$ cat src/rtl/ghost_pkg.sv
// Shared types and helpers for the ghost movement controller.
// Direction/mode encodings match the ghost instance's port encoding.
package ghost_pkg;

    typedef enum logic [1:0] {
        DIR_LEFT  = 2'b00,
        DIR_UP    = 2'b01,
        DIR_RIGHT = 2'b10,
        DIR_DOWN  = 2'b11
    } dir_t;

    typedef enum logic [1:0] {
        MODE_SCATTER = 2'b00,
        MODE_CHASE   = 2'b01,
        MODE_FRIGHT  = 2'b10,
        MODE_HALT    = 2'b11
    } mode_t;

    localparam int PF_W    = 380;
    localparam int PF_H    = 432;
    localparam int TIMER_W = 16;

    // Opposite directions differ only in the top bit.
    function automatic dir_t reverseDir(input dir_t d);
        return dir_t'({~d[1], d[0]});
    endfunction

endpackage

$ cat src/rtl/ghost_ai_ctrl_if.sv
// Game-state <-> ghost controller bundle.
// dots_left exists only when GHOST_ELROY_EN is defined.
interface ghost_ai_ctrl_if;

    logic [9:0] ghost_x;
    logic [9:0] ghost_y;
    logic [9:0] pacman_x;
    logic [9:0] pacman_y;
    logic       power_pellet;
    logic       touch_pac;
    logic [1:0] direction;
    logic [4:0] speed;
    logic [1:0] mode;
    logic       eaten;
    logic       caught;
`ifdef GHOST_ELROY_EN
    logic [7:0] dots_left;
`endif

    modport master (
        output ghost_x, ghost_y, pacman_x, pacman_y,
        output power_pellet, touch_pac,
`ifdef GHOST_ELROY_EN
        output dots_left,
`endif
        input  direction, speed, mode, eaten, caught
    );

    modport slave (
        input  ghost_x, ghost_y, pacman_x, pacman_y,
        input  power_pellet, touch_pac,
`ifdef GHOST_ELROY_EN
        input  dots_left,
`endif
        output direction, speed, mode, eaten, caught
    );

endinterface

$ cat src/rtl/ghost_steer.sv
// Combinational direction choice: target, deltas, no-reverse rule,
// and the pseudo-random pick used while frightened.
module ghost_steer
    import ghost_pkg::*;
#(
    parameter logic [9:0] CORNER_X = 10'd370,
    parameter logic [9:0] CORNER_Y = 10'd10
) (
    input  mode_t      mode,
    input  logic       elroy,
    input  logic [9:0] ghostX,
    input  logic [9:0] ghostY,
    input  logic [9:0] pacX,
    input  logic [9:0] pacY,
    input  dir_t       curDir,
    input  logic [1:0] rnd,
    output dir_t       nextDir
);

    // Keep an out-of-field corner parameter inside the playfield.
    localparam logic [9:0] CX =
        (CORNER_X >= 10'(PF_W)) ? 10'(PF_W - 1) : CORNER_X;
    localparam logic [9:0] CY =
        (CORNER_Y >= 10'(PF_H)) ? 10'(PF_H - 1) : CORNER_Y;

    logic [9:0]        tgtX;
    logic [9:0]        tgtY;
    logic signed [10:0] dx;
    logic signed [10:0] dy;
    logic [10:0]       adx;
    logic [10:0]       ady;
    logic              horiz;
    dir_t              hDir;
    dir_t              vDir;
    dir_t              prim;
    dir_t              sec;
    dir_t              rndDir;
    logic              frt;
    logic              still;
    logic              blocked;

    always_comb begin
        tgtX = CX;
        tgtY = CY;
        if (mode == MODE_CHASE || elroy) begin
            tgtX = pacX;
            tgtY = pacY;
        end
    end

    assign dx    = $signed({1'b0, tgtX}) - $signed({1'b0, ghostX});
    assign dy    = $signed({1'b0, tgtY}) - $signed({1'b0, ghostY});
    assign adx   = dx[10] ? $unsigned(-dx) : $unsigned(dx);
    assign ady   = dy[10] ? $unsigned(-dy) : $unsigned(dy);
    assign horiz = adx >= ady;

    // A zero delta falls through to right/down.
    assign hDir   = dx[10] ? DIR_LEFT : DIR_RIGHT;
    assign vDir   = dy[10] ? DIR_UP : DIR_DOWN;
    assign prim   = horiz ? hDir : vDir;
    assign sec    = horiz ? vDir : hDir;
    assign rndDir = dir_t'(rnd);

    assign frt     = mode == MODE_FRIGHT;
    assign still   = !frt && dx == '0 && dy == '0;
    assign blocked = !frt && !still && prim == reverseDir(curDir);

    always_comb begin
        nextDir = prim;
        unique case (1'b1)
            frt:
                nextDir = (rndDir == reverseDir(curDir))
                        ? dir_t'(rnd + 2'd1) : rndDir;
            still:   nextDir = curDir;
            blocked: nextDir = sec;
            default: nextDir = prim;
        endcase
    end

endmodule

$ cat src/rtl/ghost_ai_ctrl.sv
// Per-ghost mode schedule, timers, LFSR and registered steering outputs.
// Optional GHOST_ELROY_EN adds dots_left speed-up / aggressive scatter.
module ghost_ai_ctrl
    import ghost_pkg::*;
#(
    parameter int         SCATTER_TICKS = 420,
    parameter int         CHASE_TICKS   = 1200,
    parameter int         N_SCATTER     = 3,
    parameter int         FRIGHT_TICKS  = 360,
    parameter int         DECIDE_PERIOD = 8,
    parameter logic [9:0] CORNER_X      = 10'd370,
    parameter logic [9:0] CORNER_Y      = 10'd10,
    parameter logic [4:0] NORMAL_SPEED  = 5'd2,
    parameter logic [4:0] FRIGHT_SPEED  = 5'd1,
    parameter logic [7:0] LFSR_SEED     = 8'hA5
`ifdef GHOST_ELROY_EN
    ,
    parameter logic [7:0] ELROY_DOTS    = 8'd20
`endif
) (
    input logic             move_clk,
    input logic             reset,
    ghost_ai_ctrl_if.slave  bus
);

    localparam int TW = TIMER_W;
    localparam logic [TW-1:0] SC_END = TW'(SCATTER_TICKS - 1);
    localparam logic [TW-1:0] CH_END = TW'(CHASE_TICKS - 1);
    localparam logic [TW-1:0] FR_END = TW'(FRIGHT_TICKS - 1);
    localparam logic [7:0]    DEC_TOP = 8'(DECIDE_PERIOD - 1);
    localparam logic [7:0]    N_SC = 8'(N_SCATTER);
    localparam logic [4:0]    BOOST_SPEED =
        (NORMAL_SPEED == 5'd31) ? 5'd31 : NORMAL_SPEED + 5'd1;

    mode_t         modeQ, modeD;
    mode_t         savedQ, savedD;
    logic [TW-1:0] phaseQ, phaseD;
    logic [TW-1:0] frightQ, frightD;
    logic [7:0]    scatQ, scatD;
    logic [7:0]    decQ, decD;
    logic [7:0]    lfsrQ, lfsrD;
    dir_t          dirQ, dirD;
    dir_t          steerDir;
    logic [4:0]    speedQ, speedD;
    logic          eatenQ, eatenD;
    logic          caughtQ, caughtD;
    logic          revQ, revD;
    logic          trans;
    logic          elroy;
    logic          fb;

`ifdef GHOST_ELROY_EN
    assign elroy = bus.dots_left < ELROY_DOTS;
`else
    assign elroy = 1'b0;
`endif

    assign fb = lfsrQ[7] ^ lfsrQ[5] ^ lfsrQ[4] ^ lfsrQ[3];

    ghost_steer #(
        .CORNER_X (CORNER_X),
        .CORNER_Y (CORNER_Y)
    ) u_steer (
        .mode    (modeQ),
        .elroy   (elroy),
        .ghostX  (bus.ghost_x),
        .ghostY  (bus.ghost_y),
        .pacX    (bus.pacman_x),
        .pacY    (bus.pacman_y),
        .curDir  (dirQ),
        .rnd     (lfsrQ[1:0]),
        .nextDir (steerDir)
    );

    // Mode schedule: touch_pac > power_pellet > timer expiry.
    always_comb begin
        modeD   = modeQ;
        savedD  = savedQ;
        phaseD  = phaseQ;
        frightD = frightQ;
        scatD   = scatQ;
        eatenD  = 1'b0;
        caughtD = caughtQ;
        trans   = 1'b0;
        lfsrD   = {lfsrQ[6:0], fb};
        unique case (modeQ)
            MODE_HALT: modeD = MODE_HALT;
            MODE_FRIGHT: begin
                if (bus.touch_pac) begin
                    eatenD = 1'b1;
                    modeD  = savedQ;
                    trans  = 1'b1;
                end else if (bus.power_pellet) begin
                    frightD = '0;
                end else if (frightQ == FR_END) begin
                    modeD = savedQ;
                    trans = 1'b1;
                end else begin
                    frightD = frightQ + TW'(1);
                end
            end
            default: begin
                if (bus.touch_pac) begin
                    modeD   = MODE_HALT;
                    caughtD = 1'b1;
                end else if (bus.power_pellet) begin
                    savedD  = modeQ;
                    modeD   = MODE_FRIGHT;
                    frightD = '0;
                    trans   = 1'b1;
                end else if (modeQ == MODE_SCATTER) begin
                    if (phaseQ == SC_END) begin
                        modeD  = MODE_CHASE;
                        phaseD = '0;
                        scatD  = scatQ + 8'd1;
                        trans  = 1'b1;
                    end else begin
                        phaseD = phaseQ + TW'(1);
                    end
                end else if (phaseQ != CH_END) begin
                    phaseD = phaseQ + TW'(1);
                end else if (scatQ < N_SC) begin
                    modeD  = MODE_SCATTER;
                    phaseD = '0;
                    trans  = 1'b1;
                end
            end
        endcase
    end

    // A transition arms a reversal that lands on the following edge.
    always_comb begin
        dirD = dirQ;
        decD = decQ;
        revD = 1'b0;
        if (modeQ != MODE_HALT && modeD != MODE_HALT) begin
            if (trans) begin
                revD = 1'b1;
            end else if (revQ) begin
                dirD = reverseDir(dirQ);
                decD = DEC_TOP;
            end else if (decQ == '0) begin
                dirD = steerDir;
                decD = DEC_TOP;
            end else begin
                decD = decQ - 8'd1;
            end
        end
        unique case (modeD)
            MODE_HALT:   speedD = 5'd0;
            MODE_FRIGHT: speedD = FRIGHT_SPEED;
            default:     speedD = elroy ? BOOST_SPEED : NORMAL_SPEED;
        endcase
    end

    always_ff @(posedge move_clk) begin
        if (reset) begin
            modeQ   <= MODE_SCATTER;
            savedQ  <= MODE_SCATTER;
            phaseQ  <= '0;
            frightQ <= '0;
            scatQ   <= '0;
            decQ    <= '0;
            lfsrQ   <= LFSR_SEED;
            dirQ    <= DIR_LEFT;
            speedQ  <= NORMAL_SPEED;
            eatenQ  <= 1'b0;
            caughtQ <= 1'b0;
            revQ    <= 1'b0;
        end else begin
            modeQ   <= modeD;
            savedQ  <= savedD;
            phaseQ  <= phaseD;
            frightQ <= frightD;
            scatQ   <= scatD;
            decQ    <= decD;
            lfsrQ   <= lfsrD;
            dirQ    <= dirD;
            speedQ  <= speedD;
            eatenQ  <= eatenD;
            caughtQ <= caughtD;
            revQ    <= revD;
        end
    end

    assign bus.mode      = modeQ;
    assign bus.direction = dirQ;
    assign bus.speed     = speedQ;
    assign bus.eaten     = eatenQ;
    assign bus.caught    = caughtQ;

endmodule

$ cat src/flat_wrapper.sv
// flat-port wrapper written by rule: the top's interface ports become plain ports
module ghost_ai_ctrl_flat import ghost_pkg::*;
#(
    parameter int         SCATTER_TICKS = 420,
    parameter int         CHASE_TICKS   = 1200,
    parameter int         N_SCATTER     = 3,
    parameter int         FRIGHT_TICKS  = 360,
    parameter int         DECIDE_PERIOD = 8,
    parameter logic [9:0] CORNER_X      = 10'd370,
    parameter logic [9:0] CORNER_Y      = 10'd10,
    parameter logic [4:0] NORMAL_SPEED  = 5'd2,
    parameter logic [4:0] FRIGHT_SPEED  = 5'd1,
    parameter logic [7:0] LFSR_SEED     = 8'hA5

)
  (move_clk, reset, bus_ghost_x, bus_ghost_y, bus_pacman_x, bus_pacman_y, bus_power_pellet, bus_touch_pac, bus_direction, bus_speed, bus_mode, bus_eaten, bus_caught);
  ghost_ai_ctrl_if bus_i ();
  input logic move_clk;
  input logic reset;
  input wire logic [$bits(bus_i.ghost_x)-1:0] bus_ghost_x;
  input wire logic [$bits(bus_i.ghost_y)-1:0] bus_ghost_y;
  input wire logic [$bits(bus_i.pacman_x)-1:0] bus_pacman_x;
  input wire logic [$bits(bus_i.pacman_y)-1:0] bus_pacman_y;
  input wire logic [$bits(bus_i.power_pellet)-1:0] bus_power_pellet;
  input wire logic [$bits(bus_i.touch_pac)-1:0] bus_touch_pac;
  output wire logic [$bits(bus_i.direction)-1:0] bus_direction;
  output wire logic [$bits(bus_i.speed)-1:0] bus_speed;
  output wire logic [$bits(bus_i.mode)-1:0] bus_mode;
  output wire logic [$bits(bus_i.eaten)-1:0] bus_eaten;
  output wire logic [$bits(bus_i.caught)-1:0] bus_caught;
  assign bus_i.ghost_x = bus_ghost_x;
  assign bus_i.ghost_y = bus_ghost_y;
  assign bus_i.pacman_x = bus_pacman_x;
  assign bus_i.pacman_y = bus_pacman_y;
  assign bus_i.power_pellet = bus_power_pellet;
  assign bus_i.touch_pac = bus_touch_pac;
  assign bus_direction = bus_i.direction;
  assign bus_speed = bus_i.speed;
  assign bus_mode = bus_i.mode;
  assign bus_eaten = bus_i.eaten;
  assign bus_caught = bus_i.caught;
  ghost_ai_ctrl #(.SCATTER_TICKS(SCATTER_TICKS), .CHASE_TICKS(CHASE_TICKS), .N_SCATTER(N_SCATTER), .FRIGHT_TICKS(FRIGHT_TICKS), .DECIDE_PERIOD(DECIDE_PERIOD), .CORNER_X(CORNER_X), .CORNER_Y(CORNER_Y), .NORMAL_SPEED(NORMAL_SPEED), .FRIGHT_SPEED(FRIGHT_SPEED), .LFSR_SEED(LFSR_SEED)) u_core (.move_clk(move_clk), .reset(reset), .bus(bus_i));
endmodule
$ cat config.mk
export PLATFORM = sky130hd
export DESIGN_NAME = ghost_ai_ctrl_flat
export DESIGN_NICKNAME = d
export VERILOG_FILES = /design/src/rtl/ghost_pkg.sv /design/src/rtl/ghost_ai_ctrl_if.sv /design/src/rtl/ghost_steer.sv /design/src/rtl/ghost_ai_ctrl.sv /design/src/flat_wrapper.sv
export SDC_FILE = /design/constraint.sdc
export NUM_CORES = 1
export LEC_CHECK = 0
export BUFFER_PORTS_ARGS = -buffer_cell sky130_fd_sc_hd__buf_2
export CORE_MARGIN = 3
export CORE_UTILIZATION = 50
export CTS_BUF_LIST = sky130_fd_sc_hd__clkbuf_16
export DETAILED_ROUTE_END_ITERATION = 8
export MAX_ROUTING_LAYER = met4
export PLACE_DENSITY = 0.76
export SYNTH_ARGS = -nofsm -noshare
export SYNTH_HDL_FRONTEND = slang
export SYNTH_SLANG_ARGS = --single-unit
$ cat constraint.sdc
create_clock -name move_clk -period 5.33 [get_ports move_clk]
set_input_delay 0 -clock move_clk [delete_from_list [all_inputs] [get_ports move_clk]]
set_output_delay 0 -clock move_clk [all_outputs]
set_load 0.005 [all_outputs]
After elaboration in Yosys (flattened, before gate mapping) --
Index checks and enable logic that the tools add are counted.
Word-level totals: register bits after elaboration 70, bits of input ports 44, output and inout bits 11, word-level logic and storage cells 123
Operators by class: $add $sub $neg 9, $lt $le $gt $ge 2, equal/unequal tests 14, mux-type cells 47, bitwise logic cells 13, reductions and logical operators 25
Operators by type and width (number):
- 2-to-1 mux 16 bit | 9
- adder 16 x 1 -> 16 bit (second input constant) | 2
- == test 16 x 9 -> 1 bit (second input constant) | 2
- 2-to-1 mux 2 bit | 16
- one-hot mux 16 bit (2 select lines) | 1
- zero test 11 bit | 2
- 2-to-1 mux 11 bit | 2
- negator 11 bit | 2
- subtractor 10 x 10 -> 11 bit | 2
- 2-to-1 mux 10 bit | 2
- 2-to-1 mux 8 bit | 2
- != test 16 x 11 -> 1 bit (second input constant) | 1
- AND reduction 4 bit | 3
- greater-or-equal comparator 11 bit | 1
- 2-to-1 mux 1 bit | 11
- NOT 1 bit | 10
- AND reduction 5 bit | 2
- adder 8 x 1 -> 8 bit (second input constant) | 1
- == test 2 bit (second input constant) | 4
- zero test 8 bit | 1
- less-than comparator 8 x 2 -> 1 bit (second input constant) | 1
- one-hot mux 2 bit (2 select lines) | 2
- subtractor 8 x 1 -> 8 bit (second input constant) | 1
- != test 2 bit (second input constant) | 3
- 15 further kinds | 27

Depth between registers and ports, before layout --
Gate-level depths: netlist (run 1).
word-level depth 12, mapped depth 24, gate-level depth less buffers 21

Hierarchy --
Synthesis (run 1) repeated with hierarchy kept, for this count alone.
Unflattened totals: cells, all modules 659, area, all modules 5210.0 um^2
Modules (own cells, without submodules):
- ghost_ai_ctrl | times used 1, cells each 365, area an instance 3164.3 um^2, seq. area each 1341.3 um^2
- ghost_steer | times used 1, cells each 294, area an instance 2045.7 um^2, seq. area each 0.0 um^2

Worst setup path after synthesis (run 1) --
Ideal clock, no wire load.
path type flip-flop to flip-flop, from register u_core.modeQ[1], in the netlist u_core.bus.mode[1], to register u_core.dirQ[1], in the netlist u_core.bus.direction[1], library setup time 0.074 ns, data arrival time 4.911 ns, required time 5.256 ns, setup slack 0.345 ns, cell stages (with the launch flop) 24, path buffers 3, period minus slack after synthesis 4.985 ns, cells stage by stage dfxtp_1 clkbuf_1 nor2b_1 clkbuf_1 nand2b_1 ha_1 clkbuf_1 a2111oi_0 nand2_1 o21ai_0 o21bai_1 a21oi_1 o21ai_0 xnor2_1 ha_1 a211oi_1 nor2_1 nor3_1 a21oi_1 o41ai_1 a21oi_1 o311ai_0 nand4b_1 a31oi_1
Between the ends: longest elaborated chain between the ends 12, elaborated cells between the ends (all ways) 49, classes of those cells add/sub: 4; order compare: 1; eq/ne: 7; mux: 25; bitwise: 1; reduce/logical: 11
RTL lines:
- start, declared | line ghost_ai_ctrl.sv:35 | mode_t modeQ, modeD;
- start signal, assigned | line ghost_ai_ctrl.sv:171 | modeQ <= modeD;
- == test 2 x 1 -> 1 bit | line ghost_steer.sv:45 | if (mode == MODE_CHASE || elroy) begin
- 2-to-1 mux 10 bit | line ghost_steer.sv:45
- subtractor 10 x 10 -> 11 bit (on tied branches) | line ghost_steer.sv:51, ghost_steer.sv:52
- negator 11 bit (tied with other cells) | line ghost_steer.sv:53 | assign adx = dx[10] ? $unsigned(-dx) : $unsigned(dx);
- 2-to-1 mux 11 bit (tied with other cells) | line ghost_steer.sv:53
- greater-or-equal comparator 11 bit or logical AND 1 bit (tied branches) | line ghost_steer.sv:55, ghost_steer.sv:65
- 2-to-1 mux 2 bit or zero test 1 bit (tied branches) | line ghost_steer.sv:60, ghost_steer.sv:66
- == test 2 bit or logical AND 1 bit (tied branches) | line ghost_steer.sv:66 | assign blocked = !frt && !still && prim == reverseDir(curDir);
- logical AND 1 bit | line ghost_steer.sv:66
- one-hot mux 2 bit (3 select lines) | line ghost_steer.sv:70 | unique case (1'b1)
- 2-to-1 mux 2 bit | line ghost_ai_ctrl.sv:142 | end else if (decQ == '0) begin
- 2-to-1 mux 2 bit | line ghost_ai_ctrl.sv:139 | end else if (revQ) begin
- end signal, assigned | line ghost_ai_ctrl.sv:178 | dirQ <= dirD;
- end, declared | line ghost_ai_ctrl.sv:42 | dir_t dirQ, dirD;
Parallel ways exist; a longest one is shown, timed or not. The select of a mux whose other input is x is not followed. A chain may end at the register's enable or synchronous reset.

Worst setup path after layout (run 1) --
from register u_core.modeQ[0], in the netlist u_core.bus.mode[0], to register u_core.dirQ[0], in the netlist u_core.bus.direction[0]
Between the ends: longest elaborated chain between the ends 10, elaborated cells between the ends (all ways) 47, classes of those cells add/sub: 4; order compare: 1; eq/ne: 6; mux: 23; bitwise: 2; reduce/logical: 11
RTL lines (line):
- == test 2 x 1 -> 1 bit | ghost_steer.sv:45
- 2-to-1 mux 10 bit | ghost_steer.sv:45
- subtractor 10 x 10 -> 11 bit (on tied branches) | ghost_steer.sv:51, ghost_steer.sv:52
- negator 11 bit (tied with other cells) | ghost_steer.sv:53
- 2-to-1 mux 11 bit (tied with other cells) | ghost_steer.sv:53
- greater-or-equal comparator 11 bit or logical AND 1 bit (tied branches) | ghost_steer.sv:55, ghost_steer.sv:65
- 2-to-1 mux 2 bit or zero test 1 bit (tied branches) | ghost_steer.sv:60, ghost_steer.sv:66
- == test 2 bit or logical AND 1 bit (tied branches) | ghost_steer.sv:66
- logical AND 1 bit | ghost_steer.sv:66
- one-hot mux 2 bit (3 select lines) | ghost_steer.sv:70
Parallel ways exist; a longest one is shown, timed or not.

==> results of run 1 <==
==> metrics by stage <==
stage	area, sq um	utilization (%)	setup WS [ns]
after floorplan	4990	-	0.345
after global placement	5340	56.5	0.521
after detailed placement	5340	56.5	0.407
after CTS	5610	59.3	0.324
after global routing	5620	59.4	0.0293
final	5620	59.4	0.427
==> kinds of logic (layout without fill, tap and decap cells) <==
| logic type | after synthesis | in the layout | synth area share [%] |
|---|---|---|---|
| other | 1 | 3 | 0.0753 |
| DFF | 67 | 67 | 26.9 |
| adders and majority gates | 41 | 41 | 10.6 |
| AOI/OAI and AO/OA | 116 | 116 | 15.8 |
| xor gates and xnor gates | 66 | 66 | 11.6 |
| muxes | 4 | 4 | 0.804 |
| and+or+nand+nor | 287 | 287 | 29.4 |
| buffers and inverters | 59 | 108 | 4.85 |
==> metal layers <==
layer	vias up	part of all wire, %	GRT usage, %
li1	2335	-	-
met1	2186	45	24.5
met2	98	50	36.7
met3	12	4.2	5.02
met4	0	0.90	4.26
met5	-	0	-
==> worst register-to-register path, delay by kind of cell, from the launching register on <==
kind,cells,cell delay (ns)
AOI/OAI and AO/OA,10,2.01
xor gates and xnor gates,1,0.16
adders and majority gates,3,0.89
buffers and inverters,2,0.39
DFF,1,0.41
and+or+nand+nor,5,0.93
==> worst paths after layout <==
kind	startpoint	endpoint	slack [ns]	depth (start not counted)
setup / recovery	u_core.bus.mode[0]	u_core.bus.direction[0]	0.43	21
hold / removal	bus_touch_pac	u_core.bus.eaten	0.02	2
setup reg to reg	u_core.bus.mode[0]	u_core.bus.direction[0]	0.43	21
hold reg to reg	u_core.lfsrQ[6]	u_core.lfsrQ[7]	0.42	1
==> area by class of cell <==
cell class | count | area, sq um
clock buffer | 9 | 225
clock inverter | 5 | 46.3
fill | 877 | 3840
inverter | 39 | 146
multi-input combinational | 517 | 3410
sequential | 67 | 1340
tap | 129 | 161
timing repair buffer | 55 | 285
==> state kept, by name (all words and copies together) (netlist names), 2 cells and up <==
signal / cells
u_core.bus.mode: 2
u_core.frightQ: 16
u_core.decQ: 8
u_core.bus.speed: 2
u_core.bus.direction: 2
u_core.phaseQ: 16
u_core.savedQ: 2
u_core.lfsrQ: 8
u_core.scatQ: 8
==> power groups by stage <==
stage	clock (mW)	combinational (mW)	sequential, mW
6_report	0.541	0.535	0.553
5_1_grt	0.578	0.603	0.557
4_1_cts	0.555	0.530	0.552
3_5_place_dp	0	0.525	0.562
3_3_place_gp	0	0.505	0.561
2_1_floorplan	0	0.408	0.556
==> layout by cell type, fill, tap and decap left out, types with 11 or more instances in the layout <==
cell type and n:
dfxtp_1 67, xor2_1 37, o21ai_0 23, nand2b_1 17, a21oi_1 26, nor2_1 95
nand3_1 26, buf_2 51, and2_1 15, ha_1 38, nand2_1 51, xnor2_1 29
and3_1 11, inv_1 39, nor3_1 14
==> timing repair <==
action | 4_1_cts | 5_1_grt
gates resized for setup | 0 | 5
endpoints found under the setup margin | 0 | 2
hold buffers | 0 | 0
==> parameters.txt, run 1 <==
Parameter                              Value

Pwr
  Switching power as a share of total power ... 31.9%
  Power density over cell area ... 290 nW/um^2
  Lkg Pwr ... around 2.4 nW
  Share of power burned in the clock network ... between 30% and 40%
  Net switching component of the power ... ~0.52 mW
  Comb pwr share ... 32.8%
  Fraction of power consumed by sequential logic ... between 30% and 40%
  PnR Total Power ... 1.63 mW
  Worst vdd rail ir drop ... ~190 uV
  P_int ... ~1.1 mW

Critical path
  Largest stage delay, worst path ... about 0.46 ns
  WP data arrival ... slightly above 5 ns
  Slowest library cell on the worst path ... o21ai_1
  Startpoint types ... flip-flop
  Most Frequent Cell on Critical Path ... a31oi_1
  Class of the most critical setup path ... reg -> reg
  Max FO, Critical Path ... 16
  Required time reported for the critical path endpoint ... roughly 5.5 ns
  Critical Path, Cell by Cell ... nor2b_1 -> buf_4 -> nand2_1 -> ha_1 -> fa_1 -> nand2b_1 -> a211oi_2 -> o21ai_1 -> o21ai_1 -> a31oi_1 -> xnor2_1 -> ha_1 -> nand4_1 -> or3_1 -> a21oi_1 -> o41ai_1 -> buf_4 -> a31oi_1 -> a31oi_1 -> o31a_1 -> o31a_1
  Gate family responsible for the most delay along the worst path ... compound AO/OA/AOI/OAI gates
  Total buffers and inverters traversed by the critical path ... 2
  Type of destination of the critical path ... flip-flop

Yosys
  Largest cells by area after synthesis ... dfxtp_1, ha_1, nor2_1
  Yosys warning total ... 0
  Post-Synthesis Cell Area ... 4980 sq um
  Share of the yosys chip area belonging to registers ... between 20% and 30%
  Number of library cell types mapped by synthesis ... around 70
  EDFF count, synth ... 0
  Largest area contributor in the synthesized netlist ... dfxtp_1
  Main synth FF type ... dfxtp_1
  Post-synthesis instance total ... between 600 and 700
  Leading cell type by number of instances after synthesis ... nor2_1
  Share of Yosys cell area claimed by the top area cell type ... between 20% and 30%
  Number of synthesized register bits ... between 60 and 70
  Fraction of synthesis flops using an asynchronous set or reset pin ... 0%
  Most instantiated cells after synthesis ... nor2_1, dfxtp_1, nand2_1, inv_1, ha_1
  Synth Area per Inst ... a little under 8 sq um

Floorplanning
  Number of standard-cell rows in the floorplan ... 35
  Number of primary I/O pins ... 55
  Initial core utilization ... between 50% and 60%
  DIE WIDTH ... 106 um
  Die area ... 11,200 sq um
  Height of the chip ... ~110 um
  Placeable core region ... around 9500 sq um

Detailed routing
  Detailed-routing iteration count for the pre-antenna-repair pass ... 5
  DRC violation count after routing ... 0
  Total wire length ... 11.2 mm
  Mean routed wirelength per cell ... between 10 and 15 um
  Via density ... around 5.6
  Antenna Violating Nets Remaining ... 0
  Vias after detailed routing ... between 4,000 and 5,000
  First-iteration detailed-routing DRC count ... approximately 320

Clock network
  CTS tree ... done
  Clock network latency to the later pin of the worst-skew pair ... between 0.3 and 0.4 ns
  Worst-path clk slew ... approximately 0.050 ns
  Post-CTS setup-driven buffer insertion count ... 0
  CTS root buf ... clkbuf_16
  Depth of the CTS H-tree ... 3
  Cts bufs inserted ... 9
  Maximum clock insertion buffer count ... 2
  Clock sink total ... 67

Timing
  Final hold violation count ... 0
  Highest clock frequency the design can meet ... between 0.2 and 0.25 GHz
  Worst-case hold slack ... between 0.015 and 0.02 ns
  Count of pins over their slew limit ... 0
  Final critical path time including I/O delays and setup ... ~4.9 ns
  Headroom to the max-slew limit ... between 50% and 60%
  Worst-Margin Slew ... around 0.7 ns
  Setup repair after global routing missed its margin ... no
  Setup Total Neg Slack ... 0 ns
  Share of the clock period used by the worst path after layout ... approximately 92%
  Final setup vio count ... 0
  Layout Skew ... about 0.0054 ns

GRT
  Final global-route overflow total ... 0
  Largest net degree at the start of global routing ... 40
  Number of antenna violations at the first check in global routing ... 0
  Overall track demand over capacity in global routing ... between 20% and 30%
  Number of global-route vias before repair ... ~4,500
  Global-route wire length before repair ... just under 20 mm

Layout
  Antenna cells ... 0
  Fin nets ... about 770
  Area added between synthesis and finish ... 12.8%
  Share of cells above drive strength 1 ... about 12%
  Cell Count, Final, Fillers Out ... a little over 800

Min path
  Worst hold path type ... in -> reg

Placement
  Half-perimeter wire length after placement ... roughly 8.5 mm
  Final RePlAce weighted congestion ... 0.965
  # placed instances ... around 810
  Number of buffers inserted by port buffering ... between 50 and 60

Outcome
  Status ... completed

Flow run
  Number of violations of the max-capacitance limit ... 0
No activity file was read; power rests on OpenSTA's default activity.
==> run 2, diff against run 1 <==
--- a/config.mk
+++ b/config.mk
@@ -7,11 +7,11 @@
 export LEC_CHECK = 0
 export BUFFER_PORTS_ARGS = -buffer_cell sky130_fd_sc_hd__buf_2
 export CORE_MARGIN = 3
-export CORE_UTILIZATION = 50
+export CORE_UTILIZATION = 54
 export CTS_BUF_LIST = sky130_fd_sc_hd__clkbuf_16
 export DETAILED_ROUTE_END_ITERATION = 8
 export MAX_ROUTING_LAYER = met4
-export PLACE_DENSITY = 0.76
+export PLACE_DENSITY = 0.81
 export SYNTH_ARGS = -nofsm -noshare
 export SYNTH_HDL_FRONTEND = slang
 export SYNTH_SLANG_ARGS = --single-unit
==> parameters.txt, run 2 (same netlist as run 1, synthesis figures left out) <==
Parameter                              Value

Timing
  Headroom to the max-slew limit ... 54.2% (+0.67 points)
  Layout Skew ... 0.00588 ns (+0.000517 ns)
  Count of pins over their slew limit ... 0 (unchanged)
  Setup repair after global routing missed its margin ... no
  Worst-Margin Slew ... 0.687 ns (-0.0100 ns)
  Final critical path time including I/O delays and setup ... 4.97 ns (+0.0670 ns)
  Share of the clock period used by the worst path after layout ... 93.3% (+1.3 points)
  Final hold violation count ... 0 (unchanged)
  Final setup vio count ... 0 (unchanged)
  Highest clock frequency the design can meet ... 0.201 GHz (-1.3%)
  Setup Total Neg Slack ... 0 ns (unchanged)

Pwr
  P_int ... 1.06 mW (-4.1%)
  Switching power as a share of total power ... 32.7% (+0.74 points)
  Share of power burned in the clock network ... 31.4% (-1.8 points)
  Power density over cell area ... 282 nW/um^2 (-2.6%)
  Worst vdd rail ir drop ... 238 uV (+29%)
  Net switching component of the power ... 0.516 mW (-0.79%)
  Lkg Pwr ... 2.37 nW (+0.24%)
  Fraction of power consumed by sequential logic ... 35.1% (+1.1 points)
  Comb pwr share ... 33.5% (+0.7 points)

Critical path
  Worst reg2reg path endpoint ... u_core.bus.direction[1]
  Worst setup startpoint ... u_core.bus.mode[1]
  Startpoint types ... flip-flop
  Worst R2R Start ... u_core.bus.mode[1]
  Required time reported for the critical path endpoint ... 5.58 ns (+0.05 ns)
  End point of the critical path ... u_core.bus.direction[1]
  Class of the most critical setup path ... reg -> reg
  WP data arrival ... 5.22 ns (+0.11 ns)
  Register-to-register path setup slack ... 0.36 ns (-0.07 ns)
  Length in cells of the worst reg-to-reg path ... 19 (-9.5%)
  Type of destination of the critical path ... flip-flop
  Max FO, Critical Path ... 12 (-4)

Layout
  Final core utilization ... 63.2% (+3.8 points)
  Design area ... 5590 sq um (-0.49%)
  Filler Cells Inserted ... 772 (-12%)
  Leading cell types in the layout, fill and taps excluded ... nor2_1, dfxtp_1, nand2_1, buf_2, inv_1
  Largest registers ... u_core.frightQ (16), u_core.phaseQ (16)
  Multi-input logic area ... 3420 sq um (+0.11%)
  Register area ... 1340 sq um (about the same)
  Area added between synthesis and finish ... 12.2%
  Share of cells above drive strength 1 ... 12.7% (+0.52 points)
  Antenna cells ... 0 (unchanged)
  Commonest non-fill, non-tap cell in the layout ... nor2_1
  Fin nets ... 775 (+0.26%)

Placement
  Number of buffers inserted by port buffering ... 51 (unchanged)
  Half-perimeter wire length after placement ... 8.23 mm (-3.1%)
  Final RePlAce weighted congestion ... 0.877 (-9.2%)
  Instance area at placement ... 5310 sq um (-0.49%)

GRT
  Largest net degree at the start of global routing ... 40 (unchanged)
  Global-route wire length before repair ... 18.7 mm (-3.5%)
  Routing layer with the top usage in global route ... met2
  Grt met2 use ... 39.1% (+2.4 points)
  Number of antenna violations at the first check in global routing ... 0 (unchanged)
  Routing usage on met1 ... 25.0% (+0.53 points)
  Overall track demand over capacity in global routing ... 22.3% (+1.4 points)
  Final global-route overflow total ... 0 (unchanged)
  Number of global-route vias before repair ... 4,537 (+1.3%)
  Met3 track demand over resource ... 3.75% (-1.3 points)

Clock network
  CTS tree ... done
  CTS root buf ... clkbuf_16
  Maximum clock insertion buffer count ... 2 (unchanged)
  Clock sink total ... 67 (unchanged)
  Clock network latency to the later pin of the worst-skew pair ... 0.32 ns (about the same)
  Worst-path clk slew ... 0.05 ns (about the same)
  Cts bufs inserted ... 9 (unchanged)
  Depth of the CTS H-tree ... 3 (unchanged)
  Hold-fix buffers at CTS ... 0 (unchanged)

Detailed routing
  Detailed-routing iteration count for the pre-antenna-repair pass ... 4 (-1)
  Antenna Violating Nets Remaining ... 0 (unchanged)
  Mean routed wirelength per cell ... 13.4 um (-1.2%)
  Total wire length ... 10.8 mm (-3.4%)
  First-iteration detailed-routing DRC count ... 200 (-37%)
  Via density ... 5.67 (+0.56%)
  Vias after detailed routing ... 4,555 (-1.6%)
  DRC violation count after routing ... 0 (unchanged)

Floorplanning
  Die area ... 10,400 sq um (-7.0%)
  Placeable core region ... 8850 sq um (-6.5%)
  Number of primary I/O pins ... 55 (unchanged)
  DIE WIDTH ... 102 um (-3.6%)
  Initial core utilization ... 56.3% (+3.6 points)
  Number of standard-cell rows in the floorplan ... 34 (-2.9%)
  Height of the chip ... 102 um (-3.6%)

Flow run
  Number of violations of the max-capacitance limit ... 0 (unchanged)

Outcome
  Status ... completed

Min path
  Worst hold path type ... in -> reg
## run 2: through the flow
step,power [mW],instances,worst slack [ns],hold WS (ns)
final,1.58,803,0.360,0.0358
after global routing,1.69,803,0.0429,0.0270
after CTS,1.59,801,0.190,0.0192
after detailed placement,1.08,786,0.260,0.351
after global placement,1.06,786,0.470,0.351
after floorplan,0.964,643,0.345,0.144
## run 2: metal layers
metal | part of all wire [%] | up-vias
li1 | - | 2337
met1 | 44 | 2108
met2 | 50 | 91
met3 | 3.5 | 19
met4 | 2.3 | 0
met5 | 0 | -
## run 2: area by class of cell
| type | instances | area share [%] |
|---|---|---|
| sequential | 67 | 24.0 |
| clock buffer | 9 | 4.03 |
| clock inverter | 6 | 0.448 |
| tap | 108 | 2.42 |
| timing repair buffer | 57 | 5.37 |
| inverter | 39 | 2.62 |
| multi-input combinational | 517 | 61.1 |
## run 2: repair_timing
item | CTS | global route
setup buffers | 0 | 2
gates resized for setup | 0 | 7
setup endpoints to repair | 0 | 2
## run 2: power by group through the flow
| stage | registers, mW | clock network [mW] | logic [mW] |
|---|---|---|---|
| final | 0.555 | 0.495 | 0.529 |
| after global routing | 0.559 | 0.528 | 0.604 |
| after CTS | 0.554 | 0.508 | 0.524 |
| after detailed placement | 0.564 | 0 | 0.521 |
| after global placement | 0.563 | 0 | 0.501 |
| after floorplan | 0.556 | 0 | 0.408 |
## run 2: worst min path at each step
stage | slack, ns | cells after the start | startpoint | end
finish | 0.04 | 3 | bus_touch_pac | u_core.bus.caught
global route | 0.03 | 2 | bus_touch_pac | u_core.bus.eaten
CTS | 0.02 | 2 | bus_touch_pac | u_core.bus.eaten
detailed placement | 0.35 | 3 | bus_touch_pac | u_core.bus.caught
global placement | 0.35 | 3 | bus_touch_pac | u_core.bus.caught
floorplan | 0.14 | 2 | bus_touch_pac | u_core.bus.caught
## run 2: critical path, stage by stage (launching register included)
cell and delay [ns]:
dfxtp_1 0.53, nor2b_2 0.10, buf_4 0.17, buf_4 0.18, and2_1 0.18, ha_1 0.40
or3b_1 0.21, o311ai_0 0.17, a211oi_2 0.25, nor3b_2 0.23, and2b_2 0.21, or4b_4 0.49
or2_2 0.30, ha_1 0.21, o41ai_1 0.36, buf_4 0.19, a21oi_1 0.06, o311ai_0 0.33
nand4b_1 0.14, a31oi_1 0.17
